## config.mk

```make
export PLATFORM = sky130hd
export DESIGN_NAME = mess_boru_hatti
export DESIGN_NICKNAME = d
export VERILOG_FILES = /design/src/rtl/mess_boru_hatti.sv
export SDC_FILE = /design/constraint.sdc
export NUM_CORES = 1
export LEC_CHECK = 0
export CAP_MARGIN = 0
export CORE_AREA = 2 2 172 123
export DETAILED_ROUTE_END_ITERATION = 8
export DIE_AREA = 0 0 174 125
export PLACE_DENSITY_LB_ADDON = 0.2
export SYNTH_ARGS = -nofsm -noshare
export SYNTH_HDL_FRONTEND = slang
export SYNTH_SLANG_ARGS = --single-unit
```

## constraint.sdc

```tcl
create_clock -name clk -period 4.4 [get_ports clk]
set_clock_uncertainty 0.2 [all_clocks]
set_input_delay 0.88 -clock clk [delete_from_list [all_inputs] [get_ports clk]]
set_output_delay 0.88 -clock clk [all_outputs]
set_load 0.01 [all_outputs]
```

## src/rtl/mess_boru_hatti.sv

```systemverilog
// rtl/mess_boru_hatti.sv - two-stage pipelined register-file ALU core with forwarding and result backpressure
//
// Ports:
//   clk            clock, all state on the rising edge
//   rst            asynchronous active-low reset
//   emir           instruction word {..., op[3:0], rd, rs1, rs2}
//   emir_valid     instruction present
//   emir_ready     core accepts an instruction this cycle
//   sonuc          result data
//   sonuc_valid    result present, held until sonuc_ready
//   sonuc_ready    consumer takes the result
//   bayraklar      {N,C,Z} flag register
//   gecersiz_emir  one-cycle pulse after an undefined opcode retires
module mess_boru_hatti #(
  parameter int VERI_W     = 8,
  parameter int REG_SAYISI = 8,
  parameter int EMIR_W     = 16
) (
  input  logic              clk,
  input  logic              rst,
  input  logic [EMIR_W-1:0] emir,
  input  logic              emir_valid,
  output logic              emir_ready,
  output logic [VERI_W-1:0] sonuc,
  output logic              sonuc_valid,
  input  logic              sonuc_ready,
  output logic [2:0]        bayraklar,
  output logic              gecersiz_emir
);

  localparam int ADR_W = $clog2(REG_SAYISI);
  localparam int SH_W  = $clog2(VERI_W);

  localparam logic [3:0] OP_ADD = 4'd1;
  localparam logic [3:0] OP_SUB = 4'd2;
  localparam logic [3:0] OP_AND = 4'd3;
  localparam logic [3:0] OP_OR  = 4'd4;
  localparam logic [3:0] OP_XOR = 4'd5;
  localparam logic [3:0] OP_SHL = 4'd6;
  localparam logic [3:0] OP_SHR = 4'd7;
  localparam logic [3:0] OP_LDI = 4'd8;
  localparam logic [3:0] OP_MOV = 4'd9;
  localparam logic [3:0] OP_CMP = 4'd10;

  logic [VERI_W-1:0] regs [REG_SAYISI];

  // Incoming instruction fields
  logic [ADR_W-1:0] rs1, rs2, rd;
  logic [3:0]       op;
  logic [2*ADR_W+VERI_W-1:0] imm_ext;
  logic [VERI_W-1:0] imm;
  logic unused_bits;

  assign rs2 = emir[ADR_W-1:0];
  assign rs1 = emir[2*ADR_W-1:ADR_W];
  assign rd  = emir[3*ADR_W-1:2*ADR_W];
  assign op  = emir[3*ADR_W+3:3*ADR_W];
  // Widen first so the immediate can be either zero-extended or truncated
  assign imm_ext = {{VERI_W{1'b0}}, emir[2*ADR_W-1:0]};
  assign imm     = imm_ext[VERI_W-1:0];
  assign unused_bits = ^{emir, imm_ext};

  // Stage 2 register
  logic              s2_valid;
  logic [3:0]        s2_op;
  logic [ADR_W-1:0]  s2_rd;
  logic [VERI_W-1:0] s2_a, s2_b;

  logic [VERI_W-1:0] alu_res;
  logic              alu_c;
  logic [VERI_W:0]   sum;

  logic s2_wr, s2_out, s2_flg, s2_bad;
  logic retire, accept, fwd_ok;
  logic [VERI_W-1:0] op_a, op_b;

  assign s2_wr  = (s2_op >= OP_ADD) && (s2_op <= OP_MOV);
  assign s2_out = (s2_op >= OP_ADD) && (s2_op <= OP_CMP);
  assign s2_flg = ((s2_op >= OP_ADD) && (s2_op <= OP_SHR)) || (s2_op == OP_CMP);
  assign s2_bad = (s2_op > OP_CMP);

  assign retire     = s2_valid && (!sonuc_valid || sonuc_ready);
  assign emir_ready = !s2_valid || retire;
  assign accept     = emir_valid && emir_ready;

  // Accept implies S2 retires on the same edge, so the forwarded value is
  // exactly what the register file is about to store.
  assign fwd_ok = s2_valid && s2_wr && (s2_rd != '0);
  assign op_a   = (fwd_ok && (rs1 == s2_rd)) ? alu_res : regs[rs1];
  assign op_b   = (op == OP_LDI) ? imm :
                  (fwd_ok && (rs2 == s2_rd)) ? alu_res : regs[rs2];

  always_comb begin
    sum     = '0;
    alu_res = '0;
    alu_c   = 1'b0;
    case (s2_op)
      OP_ADD: begin
        sum     = {1'b0, s2_a} + {1'b0, s2_b};
        alu_res = sum[VERI_W-1:0];
        alu_c   = sum[VERI_W];
      end
      OP_SUB, OP_CMP: begin
        // Top bit of the widened difference is the unsigned borrow
        sum     = {1'b0, s2_a} - {1'b0, s2_b};
        alu_res = sum[VERI_W-1:0];
        alu_c   = sum[VERI_W];
      end
      OP_AND:  alu_res = s2_a & s2_b;
      OP_OR:   alu_res = s2_a | s2_b;
      OP_XOR:  alu_res = s2_a ^ s2_b;
      OP_SHL:  alu_res = s2_a << s2_b[SH_W-1:0];
      OP_SHR:  alu_res = s2_a >> s2_b[SH_W-1:0];
      OP_LDI:  alu_res = s2_b;
      OP_MOV:  alu_res = s2_a;
      default: alu_res = '0;
    endcase
  end

  always_ff @(posedge clk or negedge rst) begin
    if (!rst) begin
      for (int i = 0; i < REG_SAYISI; i++) regs[i] <= '0;
      s2_valid      <= 1'b0;
      s2_op         <= '0;
      s2_rd         <= '0;
      s2_a          <= '0;
      s2_b          <= '0;
      sonuc         <= '0;
      sonuc_valid   <= 1'b0;
      bayraklar     <= '0;
      gecersiz_emir <= 1'b0;
    end else begin
      gecersiz_emir <= retire && s2_bad;

      if (retire) begin
        // R0 is never written, so it keeps reading zero
        if (s2_wr && (s2_rd != '0)) regs[s2_rd] <= alu_res;
        if (s2_flg) bayraklar <= {alu_res[VERI_W-1], alu_c, (alu_res == '0)};
      end

      if (retire && s2_out) begin
        sonuc       <= alu_res;
        sonuc_valid <= 1'b1;
      end else if (sonuc_ready) begin
        sonuc_valid <= 1'b0;
      end

      if (accept) begin
        s2_valid <= 1'b1;
        s2_op    <= op;
        s2_rd    <= rd;
        s2_a     <= op_a;
        s2_b     <= op_b;
      end else if (retire) begin
        s2_valid <= 1'b0;
      end
    end
  end

endmodule

```

==> results of run 1 <==
-- cells by family after synthesis --
kind of cell               after synthesis
DFF                                    101
xor gates and xnor gates                 8
muxes                                  107
adders and majority gates               27
buffers and inverters                   93
AOI/OAI and AO/OA                      152
and+or+nand+nor                        180
-- layer usage --
metal / part of all wire / GRT usage / vias to the layer above
met5: 0 / 0 / -
li1: - / - / 2460
met1: 0.52 / 0.307 / 2752
met2: 0.42 / 0.265 / 178
met3: 0.061 / 0.0383 / 7
met4: 0.0044 / 0.0262 / 0
-- synth_stat cells (4+ instances only) --
cell	count	area share
nand2b_1	8	0.0072
o211ai_1	5	0.0054
xnor2_1	8	0.010
a31oi_1	4	0.0036
a21oi_1	35	0.025
nand3b_1	8	0.0087
nand2_1	60	0.033
and3_1	6	0.0054
buf_2	33	0.024
mux2_2	46	0.075
o21ai_0	43	0.031
inv_1	24	0.013
nor3b_1	6	0.0065
a22oi_1	5	0.0054
nand3_1	11	0.0080
nor4b_1	4	0.0051
clkbuf_1	30	0.016
o31ai_1	10	0.011
mux2i_1	22	0.032
o22ai_1	6	0.0054
nor3_1	6	0.0043
a22o_1	5	0.0063
o21a_1	4	0.0043
nor2_1	38	0.021
ha_1	25	0.045
nor2b_1	5	0.0045
mux4_2	36	0.12
and2_1	6	0.0054
dfrtp_1	101	0.37
nand4_1	6	0.0054
-- power by group through the flow --
stage                     Clock, uW  Combinational (uW)  Sequential (uW)
after global routing            853                2540             1700
after floorplan                   0                1680             1530
after CTS                       817                2300             1640
final                           797                2300             1650
after detailed placement          0                2290             1650
after global placement            0                2250             1620
-- per-stage QoR --
stage               setup slack [ns]  power, uW  hold WS [ns]   util  cell area, um^2
floorplan                       1.37       3210         0.241      -             6920
global placement               0.838       3870         0.178  0.369             7480
detailed placement             0.780       3940         0.184  0.369             7480
CTS                            0.764       4750         0.199  0.384             7780
global route                   0.445       5090         0.215  0.384             7780
finish                         0.734       4750         0.197  0.384             7780
-- worst reg2reg max path: cells and delay by family (launching register included) --
kind	cells	cell delay [ns]
compound gates	4	1.12
simple gates	3	0.96
fa+ha+maj	2	0.64
flops	1	0.49
buf+inv	2	0.20
-- layout make-up --
class                           instances  share of cell area
Inverter                               25              0.0121
Timing Repair Buffer                   61              0.0682
Sequential cell                       101               0.325
Tap cell                              276              0.0444
Multi-Input combinational cell        474               0.512
Clock inverter                          3             0.00579
Clock buffer                           13              0.0322
-- final timing paths --
path                                                 end  slack (ns)
worst max-delay path            bayraklar[0]$_DFFE_PN0P_        0.73
worst min-delay path                regs[60]$_DFFE_PN0P_        0.20
worst max register to register  bayraklar[0]$_DFFE_PN0P_        0.73
worst min register to register      regs[60]$_DFFE_PN0P_        0.20
max in group asynchronous           regs[47]$_DFFE_PN0P_        2.73
min in group asynchronous           regs[46]$_DFFE_PN0P_        0.46
-- cells in the final DEF (no fill, tap or decap), types with 8 or more instances in the layout --
| cell | count |
|---|---|
| clkdlybuf4s50_1 | 29 |
| clkbuf_16 | 9 |
| inv_1 | 24 |
| nand2b_1 | 8 |
| nand3b_1 | 8 |
| nor2_1 | 38 |
| a21oi_1 | 35 |
| o31ai_1 | 10 |
| o21ai_0 | 43 |
| nand3_1 | 11 |
| nand2_1 | 60 |
| mux4_2 | 36 |
| mux2_2 | 46 |
| buf_4 | 32 |
| ha_1 | 25 |
| mux2i_1 | 22 |
| dfrtp_1 | 101 |
| xnor2_1 | 8 |
-- registers in the layout (all words and copies together), names as in the netlist --
signal,cells
bayraklar,3
sonuc_valid,1
s2_rd,3
s2_op,4
regs,64
s2_a,8
s2_b,8
sonuc,8
s2_valid,1
gecersiz_emir,1
==> impl_metrics.tcl, run 1 <==
set metrics [dict create \
    drt_iter0_drc 540 \
    rr_startpoint "s2_a[0]$_DFFE_PN0P_" \
    fill_cells 2033 \
    synth-xor-area-share 0.0101 \
    wl_um 20100 \
    swShare 0.408 \
    dieArea_um2 21800 \
    via_count 5397 \
    rsz0062_at_grt "false" \
    clk_pin_slew_worst_paths_ns 0.07 \
    crit_path_frequent_cell "inv_1" \
    synth.area.mux_share 0.235 \
    synth_compound_area_frac 0.144 \
    required_ns 4.47 \
    post_drt_wl_per_cell_um 21.1 \
    path_buf_inv 2 \
    hp-start "regs[60]$_DFFE_PN0P_" \
    cp.depth 11 \
    synth_top_family_by_area "multiplexers" \
    antenna_cells 0 \
    multiInputGateArea_um2 3990 \
    ff_latch_area_um2 2530 \
    clkPwrFrac 0.168 \
    drive_gt1_frac 0.204 \
    post_cts_buffers 0 \
    clock.fmax_mhz 273 \
    cp.arrival_ns 3.74 \
    final-hold-violation-count 0 \
    holdBufCountCts 0 \
    cts_made_buffers 9 \
    p_int_uw 2810 \
    tightest_slew_ns 1.11 \
    synth-simple-area-share 0.135 \
    power.density_nw_per_um2 610 \
    drc 0 \
    cp_slowest_stage_delay_ns 0.49 \
    grt_use_total 0.190 \
    crit_path_cell_trace "inv_1 > ha_1 > inv_1 > fa_1 > nor3b_1 > nor3_1 > o22ai_1 > a221oi_1 > o211ai_1 > nor4_2 > a32o_1" \
    setup_violations 0 \
    portBuffers 30 \
    async_flop_share 1.00 \
    maxCapViolCount 0 \
    power_leakage_uw 0.00325 \
    vdd_drop_max_v 0.000241 \
    grt_pass1_wl_um 32200 \
    synthFlopType "dfrtp_1" \
    worstHoldPathType "flip-flop to flip-flop" \
    cts-htree-levels 3 \
    grt_max_degree 71 \
    ys_ff_latch 101 \
    coreArea_um2 20300 \
    pin_count 34 \
    slowest_stage "dfrtp_1" \
    synth_area_um2 6920 \
    avgSynthCellArea_um2 10.4 \
    ys_seq_area_frac 0.365 \
    status "completed" \
    relSlewSlack 0.262 \
    cts_max_path_buffers 2 \
    grt_pass1_vias 5353 \
    dp_cells 937 \
    start_util 0.342 \
    setup-tns-final_ns 0 \
    cts_tree "done" \
    crit_path_start_kind "flip-flop" \
    row_count 44 \
    endpoint_kind "flip-flop" \
    synthCells 668 \
    reg2regPathDepth 11 \
    die_h_um 125 \
    path_class "flip-flop to flip-flop" \
    first_pass_iters 5 \
    critical_path.max_fanout 11 \
    ctsResizeCount 0 \
    p_seq_frac 0.347 \
    period_needed_ns 3.67 \
    pwr-share-comb 0.485 \
    ys.warnings.count 0 \
    clkSinkCount 101 \
    slew_viol_final 0 \
    root_buffer "clkbuf_16" \
    final_cell_count_no_fill 953 \
    die_x_um 174 \
    gp_congestion 0.865 \
    syn_to_final_growth_pct 12.3 \
    ant_nets 0 \
    overflow 0 \
    min_period_over_period 0.833 \
    via_per_inst 5.66 \
    p_switching_uw 1940 \
    syn_nets 715 \
    synth_edf_count 0 \
    synth_cell_types 68 \
    clk_latency_ns 0.34 \
    crit_family "compound AO/OA/AOI/OAI gates" \
    dpl.hpwl_um 14800 \
    whs_path_depth 0 \
    nNetsFinal 719 \
    crit_start "s2_a[0]$_DFFE_PN0P_" \
    yosys.area_share.adder 0.0510 \
    antenna_found_initial 0 \
]
No activity file was read; power rests on OpenSTA's default activity.
==> run 2: changes to the inputs <==
Clock period 4.4 ns to 3.7 ns, I/O delays scaled along.
==> run 2 against run 1 <==
Clock power grew 21%. Combinational power grew 25%. Setup slack lost 0.38 ns. Sequential cell count is the same. Total power grew 22%. Die area is the same. Fmax grew 9.6%. Register-to-register slack lost 0.38 ns. Hold slack gained 0.0045 ns. First-iteration DRC count shrank 20%. Final area grew 2.3%. Via count grew 2.5%. Critical path type unchanged.
==> impl_metrics.tcl, run 2 (same netlist as run 1, synthesis figures left out) <==
set metrics [dict create \
    die_x_um 174 \
    portBuffers 30 \
    pin_count 34 \
    mostFrequentLayoutCell "dfrtp_1" \
    slowest_stage "dfrtp_1" \
    met1_length_um 10500 \
    crit_family "compound AO/OA/AOI/OAI gates" \
    worstHoldPathType "flip-flop to flip-flop" \
    rsz0062_at_grt "false" \
    row_count 44 \
    slew_viol_final 0 \
    status "completed" \
    cp_slowest_stage_delay_ns 0.71 \
    period_needed_ns 3.34 \
    ant_nets 0 \
    die_h_um 125 \
    drive_gt1_frac 0.231 \
    root_buffer "clkbuf_16" \
    cts_made_buffers 9 \
    crit_path_cell_trace "inv_1 > ha_1 > nand2_1 > a21oi_1 > a211o_1 > a31o_2 > a2111oi_2 > buf_4 > o21ai_0" \
    holdBufCountCts 0 \
    clkSinkCount 101 \
    setup-tns-final_ns 0 \
    min_period_over_period 0.904 \
    grt_use_total 0.194 \
    grt_pass1_wl_um 32700 \
    maxUsedRoutingLayer "met4" \
    largest_reg_flops 64 \
    via_per_inst 5.68 \
    dieArea_um2 21800 \
    antenna_found_initial 0 \
    first_pass_iters 5 \
    pre_cts_slack_ns 0.407 \
    top_register "regs" \
    start_util 0.342 \
    wl_um 20600 \
    endpoint_kind "flip-flop" \
    drt_iter0_drc 430 \
    fin_ws_ns 0.356 \
    setup_violations 0 \
    power.density_nw_per_um2 727 \
    final_cell_mix "dfrtp_1, nand2_1, buf_4, mux2_2, o21ai_0" \
    met3_length_um 1290 \
    cts_tree "done" \
    antenna_cells 0 \
    path_buf_inv 2 \
    clock.fmax_mhz 299 \
    required_ns 3.70 \
    gp_congestion 0.926 \
    fill_cells 2017 \
    clk_pin_slew_worst_paths_ns 0.07 \
    clk_latency_ns 0.34 \
    via_count 5530 \
    path_class "flip-flop to flip-flop" \
    crit_path_start_kind "flip-flop" \
    dpl.hpwl_um 15300 \
    maxCapViolCount 0 \
    tightest_slew_ns 1.10 \
    drc 0 \
    vdd_drop_max_v 0.000248 \
    final-hold-violation-count 0 \
    relSlewSlack 0.265 \
    overflow 0 \
    critical_path.max_fanout 13 \
    power_leakage_uw 0.00337 \
    coreArea_um2 20300 \
    dr_wl_met2_um 8700 \
    syn_to_final_growth_pct 15.0 \
    cts_max_path_buffers 2 \
    nNetsFinal 740 \
    cts-htree-levels 3 \
    grt_pass1_vias 5448 \
    post_drt_wl_per_cell_um 21.1 \
    cp.arrival_ns 3.35 \
    grt_max_degree 85 \
]
==> run 2: timing repair <==
item / in CTS / in global routing
setup endpoints to repair: 0 / 1
setup buffers: 0 / 0
resized for setup: 0 / 1
==> run 2: layout make-up <==
class	count	area [um^2]	share of cell area
clock inverters	3	45.0	0.00566
clock buffers	12	256	0.0322
flip-flops and latches	101	2530	0.317
repair buffers	82	701	0.0880
inverters	25	93.8	0.0118
multi-input cells	474	3990	0.501
well taps	276	345	0.0434
==> run 2: worst register-to-register path: stages (launching register included) <==
cell	delay (ns)
dfrtp_1	0.71
inv_1	0.10
ha_1	0.44
nand2_1	0.10
a21oi_1	0.05
a211o_1	0.35
a31o_2	0.28
a2111oi_2	0.63
buf_4	0.27
o21ai_0	0.09
==> run 2: metal layers <==
metal,vias up,GRT usage
met4,0,0.0316
met5,-,0
met1,2813,0.308
met2,213,0.277
met3,9,0.0353
li1,2495,-
==> run 2: where the power goes <==
group / total (uW) / internal (uW) / leakage, uW / switching [uW]
Clock: 968 / 558 / 0.000141 / 410
Sequential: 1950 / 1520 / 0.00131 / 425
Combinational: 2870 / 1350 / 0.00192 / 1520
==> run 2: stage by stage <==
| stage | instance area, um^2 | total power, uW | utilization | std cells | hold WS (ns) |
|---|---|---|---|---|---|
| global route | 7960 | 6190 | 0.393 | 973 | 0.215 |
| floorplan | 6920 | 3820 | - | 668 | 0.241 |
| finish | 7960 | 5790 | 0.393 | 973 | 0.202 |
| detailed placement | 7650 | 4800 | 0.378 | 958 | 0.187 |
| CTS | 7960 | 5780 | 0.393 | 973 | 0.204 |
| global placement | 7650 | 4710 | 0.378 | 958 | 0.177 |
==> run 2: worst paths after layout <==
check                                startpoint                    to  slack (ns)  depth (start not counted)
setup / recovery            s2_a[4]$_DFFE_PN0P_  regs[39]$_DFFE_PN0P_        0.36                          9
hold / removal             regs[61]$_DFFE_PN0P_  regs[61]$_DFFE_PN0P_        0.20                          0
setup reg to reg            s2_a[4]$_DFFE_PN0P_  regs[39]$_DFFE_PN0P_        0.36                          9
hold reg to reg            regs[61]$_DFFE_PN0P_  regs[61]$_DFFE_PN0P_        0.20                          0
max in group asynchronous                   rst  sonuc[2]$_DFFE_PN0P_        2.07                          2
min in group asynchronous                   rst  regs[36]$_DFFE_PN0P_        0.35                          1
==> run 3: changes to the inputs <==
Settings changed: ABC_AREA set to 1.
==> run 3 against run 2 <==
Combinational power shrank 12%. Global-route usage rose by 2.7 points. Via count grew 25%. Count of clock-buffer cells in the layout decreased by 2. Total power is 7.7% lower. Highest routed layer unchanged. Hold slack worse by 0.0071 ns. Register-to-register slack improved by 0.37 ns. Sequential cell count did not move. Sequential power is 5% lower. First-iteration DRC count rose by 84%.
==> impl_metrics.tcl, run 3 <==
set metrics [dict create \
    status "completed" \
    maxCapViolCount 0 \
    synth.area.top_cells "dfrtp_1, nand2_1, o21ai_0" \
    dp_cells 1298 \
    ys_ff_latch 101 \
    cp_slowest_stage_delay_ns 0.54 \
    clk_latency_ns 0.36 \
    cts_made_buffers 9 \
    slew_viol_final 0 \
    cts-htree-levels 3 \
    dieArea_um2 21800 \
    ys_seq_area_frac 0.365 \
    fin_total_pwr_uw 5340 \
    setup-tns-final_ns 0 \
    synthTopCellsByCount "nand2_1, o21ai_0, dfrtp_1, inv_1, nand3_1" \
    largest_reg_flops 64 \
    post-synth-top-count-cell "nand2_1" \
    power_leakage_uw 0.00362 \
    overflow 0 \
    drc 0 \
    endpoint_kind "flip-flop" \
    crit_path_start_kind "flip-flop" \
    yosys.area.top_type_share 0.365 \
    rr_endpoint "bayraklar[0]$_DFFE_PN0P_" \
    crit_path_cell_trace "ha_1 > fa_1 > or2_2 > nand3_1 > nand3_1 > nor2_1 > nand2_2 > inv_2 > nand3_1 > nor2_1 > nand3_1 > nand2_1" \
    grt_pass1_vias 6341 \
    slowest_stage "dfrtp_1" \
    async_flop_share 1.00 \
    grt_pass1_wl_um 37500 \
    top_register "regs" \
    clkSinkCount 101 \
    setup_violations 0 \
    mostFrequentLayoutCell "nand2_1" \
    rr_startpoint "s2_b[0]$_DFFE_PN0P_" \
    fill_cells 2209 \
    portBuffers 30 \
    synthFlopType "dfrtp_1" \
    syn_nets 1063 \
    synth_edf_count 0 \
    cts_max_path_buffers 2 \
    final-hold-violation-count 0 \
    row_count 44 \
    final_cell_mix "nand2_1, o21ai_0, dfrtp_1, inv_1, nand3_1" \
    clock.fmax_mhz 336 \
    final_area_um2 7880 \
    crit_path_frequent_cell "nand3_1" \
    critical_path.max_fanout 14 \
    dpl.hpwl_um 17600 \
    post_drt_wl_per_cell_um 17.9 \
    relSlewSlack 0.501 \
    nNetsFinal 1080 \
    synth_cell_types 39 \
    power.density_nw_per_um2 678 \
    pin_count 34 \
    via_per_inst 5.24 \
    clk_pin_slew_worst_paths_ns 0.08 \
    first_pass_iters 5 \
    syn_to_final_growth_pct 13.6 \
    min_period_over_period 0.804 \
    synthCells 1016 \
    path_class "flip-flop to flip-flop" \
    post_cts_buffers 0 \
    worstHoldPathType "primary input to asynchronous set/reset pin" \
    rsz0062_at_grt "false" \
    die_x_um 174 \
    gp_congestion 0.925 \
    ctsResizeCount 0 \
    coreArea_um2 20300 \
    drt_iter0_drc 790 \
    cts_tree "done" \
    required_ns 3.80 \
    grt_use_total 0.221 \
    root_buffer "clkbuf_16" \
    synth_largest_area_cell "dfrtp_1" \
    avgSynthCellArea_um2 6.82 \
    reg2reg_slack_ns 0.73 \
    wl_um 23500 \
    antenna_cells 0 \
    vdd_drop_max_v 0.000272 \
    start_util 0.342 \
    drive_gt1_frac 0.0723 \
    cp.arrival_ns 3.08 \
    final_cell_count_no_fill 1314 \
    grt_max_degree 53 \
    ant_nets 0 \
    placed_cell_area_um2 7590 \
    tightest_slew_ns 0.748 \
    period_needed_ns 2.97 \
    synth_area_um2 6930 \
    via_count 6887 \
    holdBufCountCts 0 \
    reg2regPathDepth 12 \
    ys.warnings.count 0 \
    die_h_um 125 \
    antenna_found_initial 0 \
]
==> run 3: changes by cell type after synthesis, moves of 10 or more <==
cell | previous run | this run
inv_1 | 24 | 88
mux2i_1 | 22 | 0
a21oi_1 | 35 | 75
mux2_2 | 46 | 0
nand2_1 | 60 | 278
nand3_1 | 11 | 88
nor2_1 | 38 | 72
o21ai_0 | 43 | 132
buf_2 | 33 | 13
o31ai_1 | 10 | 0
mux4_2 | 36 | 0
inv_2 | 0 | 10
==> run 3: layout make-up <==
cell class,instances,area [um^2],area share
Multi-Input combinational cell,763,3820,0.485
Sequential cell,101,2530,0.321
Timing Repair Buffer,57,513,0.0651
Inverter,101,379,0.0481
Tap cell,276,345,0.0438
Clock buffer,10,239,0.0303
Clock inverter,6,53.8,0.00683
==> run 3: report_power, final <==
part / total (uW) / switching (uW) / internal [uW]
Combinational: 2520 / 1640 / 880
Sequential: 1850 / 358 / 1500
Clock: 962 / 473 / 489
==> run 3: per-stage QoR <==
step                setup WS, ns   util  hold slack (ns)
finish                     0.725  0.389            0.195
global route               0.515  0.389            0.219
CTS                        0.754  0.389            0.199
detailed placement         0.551  0.374            0.182
global placement           0.552  0.374            0.186
floorplan                   1.30      -            0.240
==> run 3: how the worst max path moves through the flow <==
stage / from / end / depth (start not counted)
finish: s2_b[0]$_DFFE_PN0P_ / bayraklar[0]$_DFFE_PN0P_ / 12
global route: s2_a[4]$_DFFE_PN0P_ / s2_a[5]$_DFFE_PN0P_ / 11
CTS: s2_b[0]$_DFFE_PN0P_ / bayraklar[0]$_DFFE_PN0P_ / 12
detailed placement: emir[1] / s2_b[1]$_DFFE_PN0P_ / 9
global placement: emir[1] / s2_b[3]$_DFFE_PN0P_ / 8
floorplan: s2_b[2]$_DFFE_PN0P_ / s2_a[5]$_DFFE_PN0P_ / 16
==> run 3: worst max-delay path, delay by kind of cell (launching register included) <==
kind / cells / cell delay, ns
and+or+nand+nor: 9 / 1.21
adders and majority gates: 2 / 0.80
DFF: 1 / 0.54
buffers and inverters: 1 / 0.16
==> run 3: kinds of logic after synthesis <==
family	Yosys count	synth area share
compound gates	260	0.200
xor+xnor	7	0.00884
flops	101	0.365
fa+ha+maj	27	0.0509
buf+inv	152	0.0852
simple gates	469	0.291
==> run 3: per-layer routing <==
| metal | wire length [um] | global-route usage | up-vias |
|---|---|---|---|
| met5 | 0 | 0 | - |
| met4 | 188 | 0.0311 | 0 |
| met3 | 2170 | 0.0554 | 23 |
| met2 | 9050 | 0.295 | 292 |
| met1 | 12100 | 0.358 | 3191 |
| li1 | - | - | 3381 |
